### config.mk
export PLATFORM = sky130hd
export DESIGN_NAME = pipeline_hazard_ctrl_flat
export DESIGN_NICKNAME = d
export VERILOG_FILES = /design/src/rtl/pipeline_hazard_ctrl_if.sv /design/src/rtl/pipeline_hazard_ctrl.sv /design/src/flat_wrapper.sv
export SDC_FILE = /design/constraint.sdc
export NUM_CORES = 1
export LEC_CHECK = 0
export ABC_CLOCK_PERIOD_IN_PS = 6700
export BUFFER_PORTS_ARGS = -buffer_cell sky130_fd_sc_hd__buf_2
export CORE_ASPECT_RATIO = 1.4
export CORE_MARGIN = 1
export CORE_UTILIZATION = 51
export CTS_CLUSTER_DIAMETER = 200
export CTS_CLUSTER_SIZE = 30
export DETAILED_ROUTE_END_ITERATION = 8
export HOLD_SLACK_MARGIN = 0.03
export PLACE_DENSITY_LB_ADDON = 0.25
export SYNTH_ARGS = -nofsm -noshare
export SYNTH_HDL_FRONTEND = slang
export SYNTH_SLANG_ARGS = --single-unit
### constraint.sdc
create_clock -name clock -period 6.7 [get_ports clock]
set_input_delay 1.34 -clock clock [delete_from_list [all_inputs] [get_ports clock]]
set_output_delay 1.34 -clock clock [all_outputs]
set_load 0.01 [all_outputs]
### src/rtl/pipeline_hazard_ctrl_if.sv
// Signal bundle between the pipeline datapath and the hazard controller.
// The controller takes the slave side; the datapath (or a bench) takes the master side.
interface pipeline_hazard_ctrl_if;
  logic [4:0]  dOpcode;
  logic [4:0]  dRs;
  logic [4:0]  dRt;
  logic [4:0]  xOpcode;
  logic [4:0]  xAluop;
  logic [4:0]  xRd;
  logic        branchTakenX;
  logic        mdReady;
  logic        mdException;

  logic        pcEnable;
  logic        fdEnable;
  logic        dxEnable;
  logic        xmEnable;
  logic        fdFlush;
  logic        dxFlush;
  logic        ctrlMult;
  logic        ctrlDiv;
  logic        mdBusy;
  logic        mdError;
  logic        mdTimeout;
  logic [15:0] stallCount;

  modport master (
    output dOpcode, dRs, dRt, xOpcode, xAluop, xRd, branchTakenX, mdReady, mdException,
    input  pcEnable, fdEnable, dxEnable, xmEnable, fdFlush, dxFlush,
           ctrlMult, ctrlDiv, mdBusy, mdError, mdTimeout, stallCount
  );

  modport slave (
    input  dOpcode, dRs, dRt, xOpcode, xAluop, xRd, branchTakenX, mdReady, mdException,
    output pcEnable, fdEnable, dxEnable, xmEnable, fdFlush, dxFlush,
           ctrlMult, ctrlDiv, mdBusy, mdError, mdTimeout, stallCount
  );
endinterface

### src/rtl/pipeline_hazard_ctrl.sv
// Hazard controller for a 5-stage pipeline: load-use bubbles, taken-branch squashes
// and multi-cycle mult/div stalls with error/timeout tracking and a stall counter.
module pipeline_hazard_ctrl #(
  parameter int TIMEOUT = 40
) (
  input  logic                  clock,
  input  logic                  reset,
  pipeline_hazard_ctrl_if.slave hz
);

  localparam logic [4:0] OP_LW   = 5'b01000;
  localparam logic [4:0] OP_ALU  = 5'b00000;
  localparam logic [4:0] ALU_MUL = 5'b00110;
  localparam logic [4:0] ALU_DIV = 5'b00111;
  localparam int         CNT_W   = $clog2(TIMEOUT + 1);
  localparam logic [CNT_W-1:0] CNT_LAST = CNT_W'(TIMEOUT - 1);

  typedef enum logic {S_IDLE, S_WAIT} state_t;

  state_t           r_state;
  state_t           w_next;
  logic [CNT_W-1:0] r_wait_cnt;
  logic             r_md_error;
  logic             r_md_timeout;
  logic [15:0]      r_stall_cnt;

  logic w_is_mul, w_is_div, w_md_start, w_load_use, w_timeout, w_release;
  logic w_pc_en, w_fd_en, w_dx_en, w_xm_en;
  logic w_fd_flush, w_dx_flush, w_ctrl_mult, w_ctrl_div;

  assign w_is_mul   = (hz.xOpcode == OP_ALU) && (hz.xAluop == ALU_MUL);
  assign w_is_div   = (hz.xOpcode == OP_ALU) && (hz.xAluop == ALU_DIV);
  assign w_md_start = (r_state == S_IDLE) && (w_is_mul || w_is_div);
  assign w_load_use = (hz.xOpcode == OP_LW) && (hz.xRd != 5'd0) &&
                      ((hz.xRd == hz.dRs) || (hz.xRd == hz.dRt));
  // A ready result in the last allowed cycle wins over the timeout.
  assign w_timeout  = (r_state == S_WAIT) && !hz.mdReady && (r_wait_cnt == CNT_LAST);
  assign w_release  = (r_state == S_WAIT) && (hz.mdReady || w_timeout);

  // NOTE: every output is defaulted before the case so no path leaves a latch.
  always_comb begin
    w_next      = r_state;
    w_pc_en     = 1'b1;
    w_fd_en     = 1'b1;
    w_dx_en     = 1'b1;
    w_xm_en     = 1'b1;
    w_fd_flush  = 1'b0;
    w_dx_flush  = 1'b0;
    w_ctrl_mult = 1'b0;
    w_ctrl_div  = 1'b0;
    // Reset is asynchronous, so the combinational outputs must also ignore
    // the inputs while it is held, not just the registers.
    if (!reset) begin
      w_next = S_IDLE;
    end else begin
      case (r_state)
        S_IDLE: begin
          if (w_md_start) begin
            {w_pc_en, w_fd_en, w_dx_en, w_xm_en} = 4'b0000;
            w_ctrl_mult = w_is_mul;
            w_ctrl_div  = w_is_div;
            w_next      = S_WAIT;
          end else if (hz.branchTakenX) begin
            // The squash also removes any load-use consumer, so no bubble.
            w_fd_flush = 1'b1;
            w_dx_flush = 1'b1;
          end else if (w_load_use) begin
            w_pc_en    = 1'b0;
            w_fd_en    = 1'b0;
            w_dx_flush = 1'b1;
          end
        end
        S_WAIT: begin
          if (w_release) begin
            w_next = S_IDLE;
          end else begin
            {w_pc_en, w_fd_en, w_dx_en, w_xm_en} = 4'b0000;
          end
        end
        default: w_next = S_IDLE;
      endcase
    end
  end

  // NOTE: sequential state uses non-blocking assignments only.
  always_ff @(posedge clock or negedge reset) begin
    if (!reset) begin
      r_state      <= S_IDLE;
      r_wait_cnt   <= '0;
      r_md_error   <= 1'b0;
      r_md_timeout <= 1'b0;
      r_stall_cnt  <= '0;
    end else begin
      r_state <= w_next;
      if (w_md_start) begin
        r_wait_cnt <= '0;
      end else if (r_state == S_WAIT) begin
        r_wait_cnt <= r_wait_cnt + 1'b1;
      end
      if (w_release && hz.mdReady && hz.mdException) begin
        r_md_error <= 1'b1;
      end
      if (w_timeout) begin
        r_md_timeout <= 1'b1;
      end
      if (!w_pc_en && (r_stall_cnt != 16'hFFFF)) begin
        r_stall_cnt <= r_stall_cnt + 16'd1;
      end
    end
  end

  assign hz.pcEnable   = w_pc_en;
  assign hz.fdEnable   = w_fd_en;
  assign hz.dxEnable   = w_dx_en;
  assign hz.xmEnable   = w_xm_en;
  assign hz.fdFlush    = w_fd_flush;
  assign hz.dxFlush    = w_dx_flush;
  assign hz.ctrlMult   = w_ctrl_mult;
  assign hz.ctrlDiv    = w_ctrl_div;
  assign hz.mdBusy     = (r_state == S_WAIT);
  assign hz.mdError    = r_md_error;
  assign hz.mdTimeout  = r_md_timeout;
  assign hz.stallCount = r_stall_cnt;

endmodule
### src/flat_wrapper.sv
// flat-port wrapper written by rule: the top's interface ports become plain ports
module pipeline_hazard_ctrl_flat 
#(
  parameter int TIMEOUT = 40
)
  (clock, reset, hz_dOpcode, hz_dRs, hz_dRt, hz_xOpcode, hz_xAluop, hz_xRd, hz_branchTakenX, hz_mdReady, hz_mdException, hz_pcEnable, hz_fdEnable, hz_dxEnable, hz_xmEnable, hz_fdFlush, hz_dxFlush, hz_ctrlMult, hz_ctrlDiv, hz_mdBusy, hz_mdError, hz_mdTimeout, hz_stallCount);
  pipeline_hazard_ctrl_if hz_i ();
  input  logic clock;
  input  logic reset;
  input wire logic [$bits(hz_i.dOpcode)-1:0] hz_dOpcode;
  input wire logic [$bits(hz_i.dRs)-1:0] hz_dRs;
  input wire logic [$bits(hz_i.dRt)-1:0] hz_dRt;
  input wire logic [$bits(hz_i.xOpcode)-1:0] hz_xOpcode;
  input wire logic [$bits(hz_i.xAluop)-1:0] hz_xAluop;
  input wire logic [$bits(hz_i.xRd)-1:0] hz_xRd;
  input wire logic [$bits(hz_i.branchTakenX)-1:0] hz_branchTakenX;
  input wire logic [$bits(hz_i.mdReady)-1:0] hz_mdReady;
  input wire logic [$bits(hz_i.mdException)-1:0] hz_mdException;
  output wire logic [$bits(hz_i.pcEnable)-1:0] hz_pcEnable;
  output wire logic [$bits(hz_i.fdEnable)-1:0] hz_fdEnable;
  output wire logic [$bits(hz_i.dxEnable)-1:0] hz_dxEnable;
  output wire logic [$bits(hz_i.xmEnable)-1:0] hz_xmEnable;
  output wire logic [$bits(hz_i.fdFlush)-1:0] hz_fdFlush;
  output wire logic [$bits(hz_i.dxFlush)-1:0] hz_dxFlush;
  output wire logic [$bits(hz_i.ctrlMult)-1:0] hz_ctrlMult;
  output wire logic [$bits(hz_i.ctrlDiv)-1:0] hz_ctrlDiv;
  output wire logic [$bits(hz_i.mdBusy)-1:0] hz_mdBusy;
  output wire logic [$bits(hz_i.mdError)-1:0] hz_mdError;
  output wire logic [$bits(hz_i.mdTimeout)-1:0] hz_mdTimeout;
  output wire logic [$bits(hz_i.stallCount)-1:0] hz_stallCount;
  assign hz_i.dOpcode = hz_dOpcode;
  assign hz_i.dRs = hz_dRs;
  assign hz_i.dRt = hz_dRt;
  assign hz_i.xOpcode = hz_xOpcode;
  assign hz_i.xAluop = hz_xAluop;
  assign hz_i.xRd = hz_xRd;
  assign hz_i.branchTakenX = hz_branchTakenX;
  assign hz_i.mdReady = hz_mdReady;
  assign hz_i.mdException = hz_mdException;
  assign hz_pcEnable = hz_i.pcEnable;
  assign hz_fdEnable = hz_i.fdEnable;
  assign hz_dxEnable = hz_i.dxEnable;
  assign hz_xmEnable = hz_i.xmEnable;
  assign hz_fdFlush = hz_i.fdFlush;
  assign hz_dxFlush = hz_i.dxFlush;
  assign hz_ctrlMult = hz_i.ctrlMult;
  assign hz_ctrlDiv = hz_i.ctrlDiv;
  assign hz_mdBusy = hz_i.mdBusy;
  assign hz_mdError = hz_i.mdError;
  assign hz_mdTimeout = hz_i.mdTimeout;
  assign hz_stallCount = hz_i.stallCount;
  pipeline_hazard_ctrl #(.TIMEOUT(TIMEOUT)) u_core (.clock(clock), .reset(reset), .hz(hz_i));
endmodule
==> results.md <==
* Run status: completed
* Pin count of the biggest net entering global routing at 31
* Critical path endpoint: hz_ctrlMult
* Routed Antenna Nets at 0
* Power Density at ~150 nW/um^2
* Mean area per synthesized cell at between 9 and 10 um^2
* CTS tree: yes
* Worst-Margin Slew at 771 ps
* P_sw at ~0.068 mW
* Post-CTS setup buffers at 0
* Yosys reg bits at 25
* Routability Congestion at between 0.7 and 0.8
* Fillers at about 250
* CTS Buf Count at 3
* Post-synthesis sequential area ratio at between 40% and 50%
* Worst R2R End: u_core.hz.stallCount[12]
* DIE WIDTH at 47.4 um
* Worst skew pair latency at ~320 ps
* Drc violations at 0
* Clock power frac at approximately 25%
* Finished Core Util at about 67%
* Die Span Y at 65.5 um
* FF-to-FF path depth at 7
* CTS sink count at 25
* CP Class: primary input to output port
* Worst EP required at roughly 5400 ps
* Post-synth EDFFs at 0
* Vias at between 1000 and 1500
* I/O Buffers at 56
* TNS Setup at 0 ps
* Die Area at 3100 um^2
* Layout cells sized above 1 at 34.5%
* Place WS at around 2700 ps
* Pins Over Slew Limit at 0
* Int Pwr at ~0.20 mW
* Dominant cell type by area after synthesis: dfrtp_1
* Combinational share of power at around 14%
* VDD IR max at a little over 0.0001 V
* Post-synth top area share at between 40% and 50%
* Ys Warns at 0
* Synth top area cells: dfrtp_1, xor2_1, nor3_2
* Final Cell Area at about 1800 um^2
* CTS-repair resized insts at 0
* Worst min path class: register to register
* Power Total at 0.267 mW
* Origin of the worst setup path: hz_xOpcode[3]
* CP Max Fanout at 5
* Worst-case clock buffer depth at 2
* Cell Area, Synth at roughly 1500 um^2
* CTS hold repair buffers at 0
* Period utilisation layout at 59.5%
* Reg clk slew, reported paths at 140 ps
* Worst rel slew slack at slightly below 50%
* Post-synth ARST share at 100%
* Core Region at ~2700 um^2
* Synthesis-to-layout area growth at 20.9%
* IO Count at 62
* H-tree depth at 1
* Post-synth top cells: dfrtp_1, xor2_1, nand2_1
* Max-Cap Viols at 0
* Tmin final at 3990 ps
* Predominant post-synthesis flop cell: dfrtp_1
* First-pass GRT wire length at 4760 um
* Dpl hpwl at between 2000 and 2500 um
* DRT iter0 DRCs at 17
* Root Buffer Master: clkbuf_4
* Setup violators final at 0
* R2R setup slack at 4060 ps
* Post-DP Area at about 1800 um^2
* Vias/cell at 5.41
* Overflow after GRT at 0
* RSZ-0062 raised after global routing: no
* Starting Density at a little under three fifths
* Antenna diode count at 0
* Synth Net Count at around 190
* Most common cell in the synthesized netlist: dfrtp_1
* Final hold vios at 0
* LEAKAGE at around 0.9 nW
* Final net count at roughly 240
* Sequential Power Share at between 60 and 70%
* Slack of the critical path at between 2000 and 3000 ps
* DRT Wirelength at a little over 3000 um
* Worst setup SP type: primary input
* Sw frac at 25.6%
* Pre-antenna DRT Iters at 4
* Core Rows at 22
* Max Clk Rate at ~250 MHz
* Max Clock Skew at approximately 20 ps
* Crit path arrival time at between 2000 and 3000 ps
* Wire per inst at about 13 um
* Crit. End Element: output port
* Number of distinct library cells after synthesis at 37
* RR Startpoint: u_core.r_wait_cnt[0]
* Number of global-route vias before repair at between 1000 and 1500
* GRT Resource Usage Total at 20.5%
* Cells after Synth at 149
* Antenna violations before repair at 0
==> per-stage QoR <==
stage | instances | hold WS (ps)
floorplan | 149 | 475
global placement | 235 | 446
detailed placement | 235 | 473
CTS | 239 | 504
global route | 239 | 514
finish | 239 | 494
==> final cells by class <==
class	instances	area, um^2	share of cell area, %
clock buffers	4	26.3	1.48
repair buffers	56	280	15.8
inverters	6	22.5	1.27
flip-flops and latches	25	626	35.2
well taps	36	45.0	2.54
multi-input cells	112	777	43.7
==> cell usage in the layout, fill, tap and decap left out, types with 3 or more instances in the layout <==
| cell | instances |
|---|---|
| nor4_2 | 3 |
| dfrtp_1 | 25 |
| clkbuf_4 | 3 |
| inv_1 | 6 |
| nand4_1 | 4 |
| nor4_1 | 3 |
| nand2_1 | 13 |
| nor2_1 | 12 |
| buf_2 | 56 |
| xnor2_1 | 3 |
| nor3_2 | 5 |
| xor2_1 | 23 |
| o21ai_0 | 9 |
| nor3_1 | 4 |
| nand3_1 | 8 |
==> registers in the layout, summed over array words and instances, names as in the netlist <==
| register | count |
|---|---|
| u_core.hz.mdTimeout | 1 |
| u_core.hz.stallCount | 16 |
| u_core.hz.mdError | 1 |
| u_core.r_wait_cnt | 6 |
| u_core.hz.mdBusy | 1 |
==> worst max-delay path: stages <==
cell      delay [ps]
buf_2            110
nor4bb_1         380
and2_1           220
nand2_1          130
nor2_1           180
nand2_1           70
nor2_1           100
buf_2            130
==> worst min path at each step <==
stage                                         from                  endpoint  slack [ps]  depth (start not counted)
after floorplan               u_core.r_wait_cnt[0]      u_core.r_wait_cnt[0]         480                          1
after global placement         u_core.hz.mdTimeout       u_core.hz.mdTimeout         450                          2
after detailed placement       u_core.hz.mdTimeout       u_core.hz.mdTimeout         470                          2
after CTS                 u_core.hz.stallCount[15]  u_core.hz.stallCount[15]         500                          1
after global routing      u_core.hz.stallCount[15]  u_core.hz.stallCount[15]         510                          1
final                          u_core.hz.mdTimeout       u_core.hz.mdTimeout         490                          2
==> power by group through the flow <==
| stage | logic [mW] | registers [mW] | clock network (mW) |
|---|---|---|---|
| 6_report | 0.0383 | 0.162 | 0.0661 |
| 5_1_grt | 0.0431 | 0.163 | 0.0733 |
| 4_1_cts | 0.0391 | 0.162 | 0.0675 |
| 3_5_place_dp | 0.0390 | 0.165 | 0 |
| 3_3_place_gp | 0.0367 | 0.165 | 0 |
| 2_1_floorplan | 0.0194 | 0.164 | 0 |
==> cells by family (layout without fill, tap and decap cells) <==
logic type / Yosys count / after routing / synth area share, %
buf+inv: 12 / 66 / 4.60
compound gates: 19 / 19 / 8.34
xor+xnor: 26 / 26 / 15.5
flops: 25 / 25 / 42.6
fa+ha+maj: 2 / 2 / 1.70
simple gates: 63 / 63 / 25.9
mux: 2 / 2 / 1.45
==> per-layer routing <==
metal | vias to the layer above | share of wire (%) | global-route usage [%]
met2 | 30 | 56 | 36.3
met3 | 4 | 3.7 | 1.92
met5 | - | 0 | 0
li1 | 630 | - | -
met1 | 629 | 40 | 25.5
met4 | 0 | 0.72 | 5.00
No activity file was read; power rests on OpenSTA's default activity.
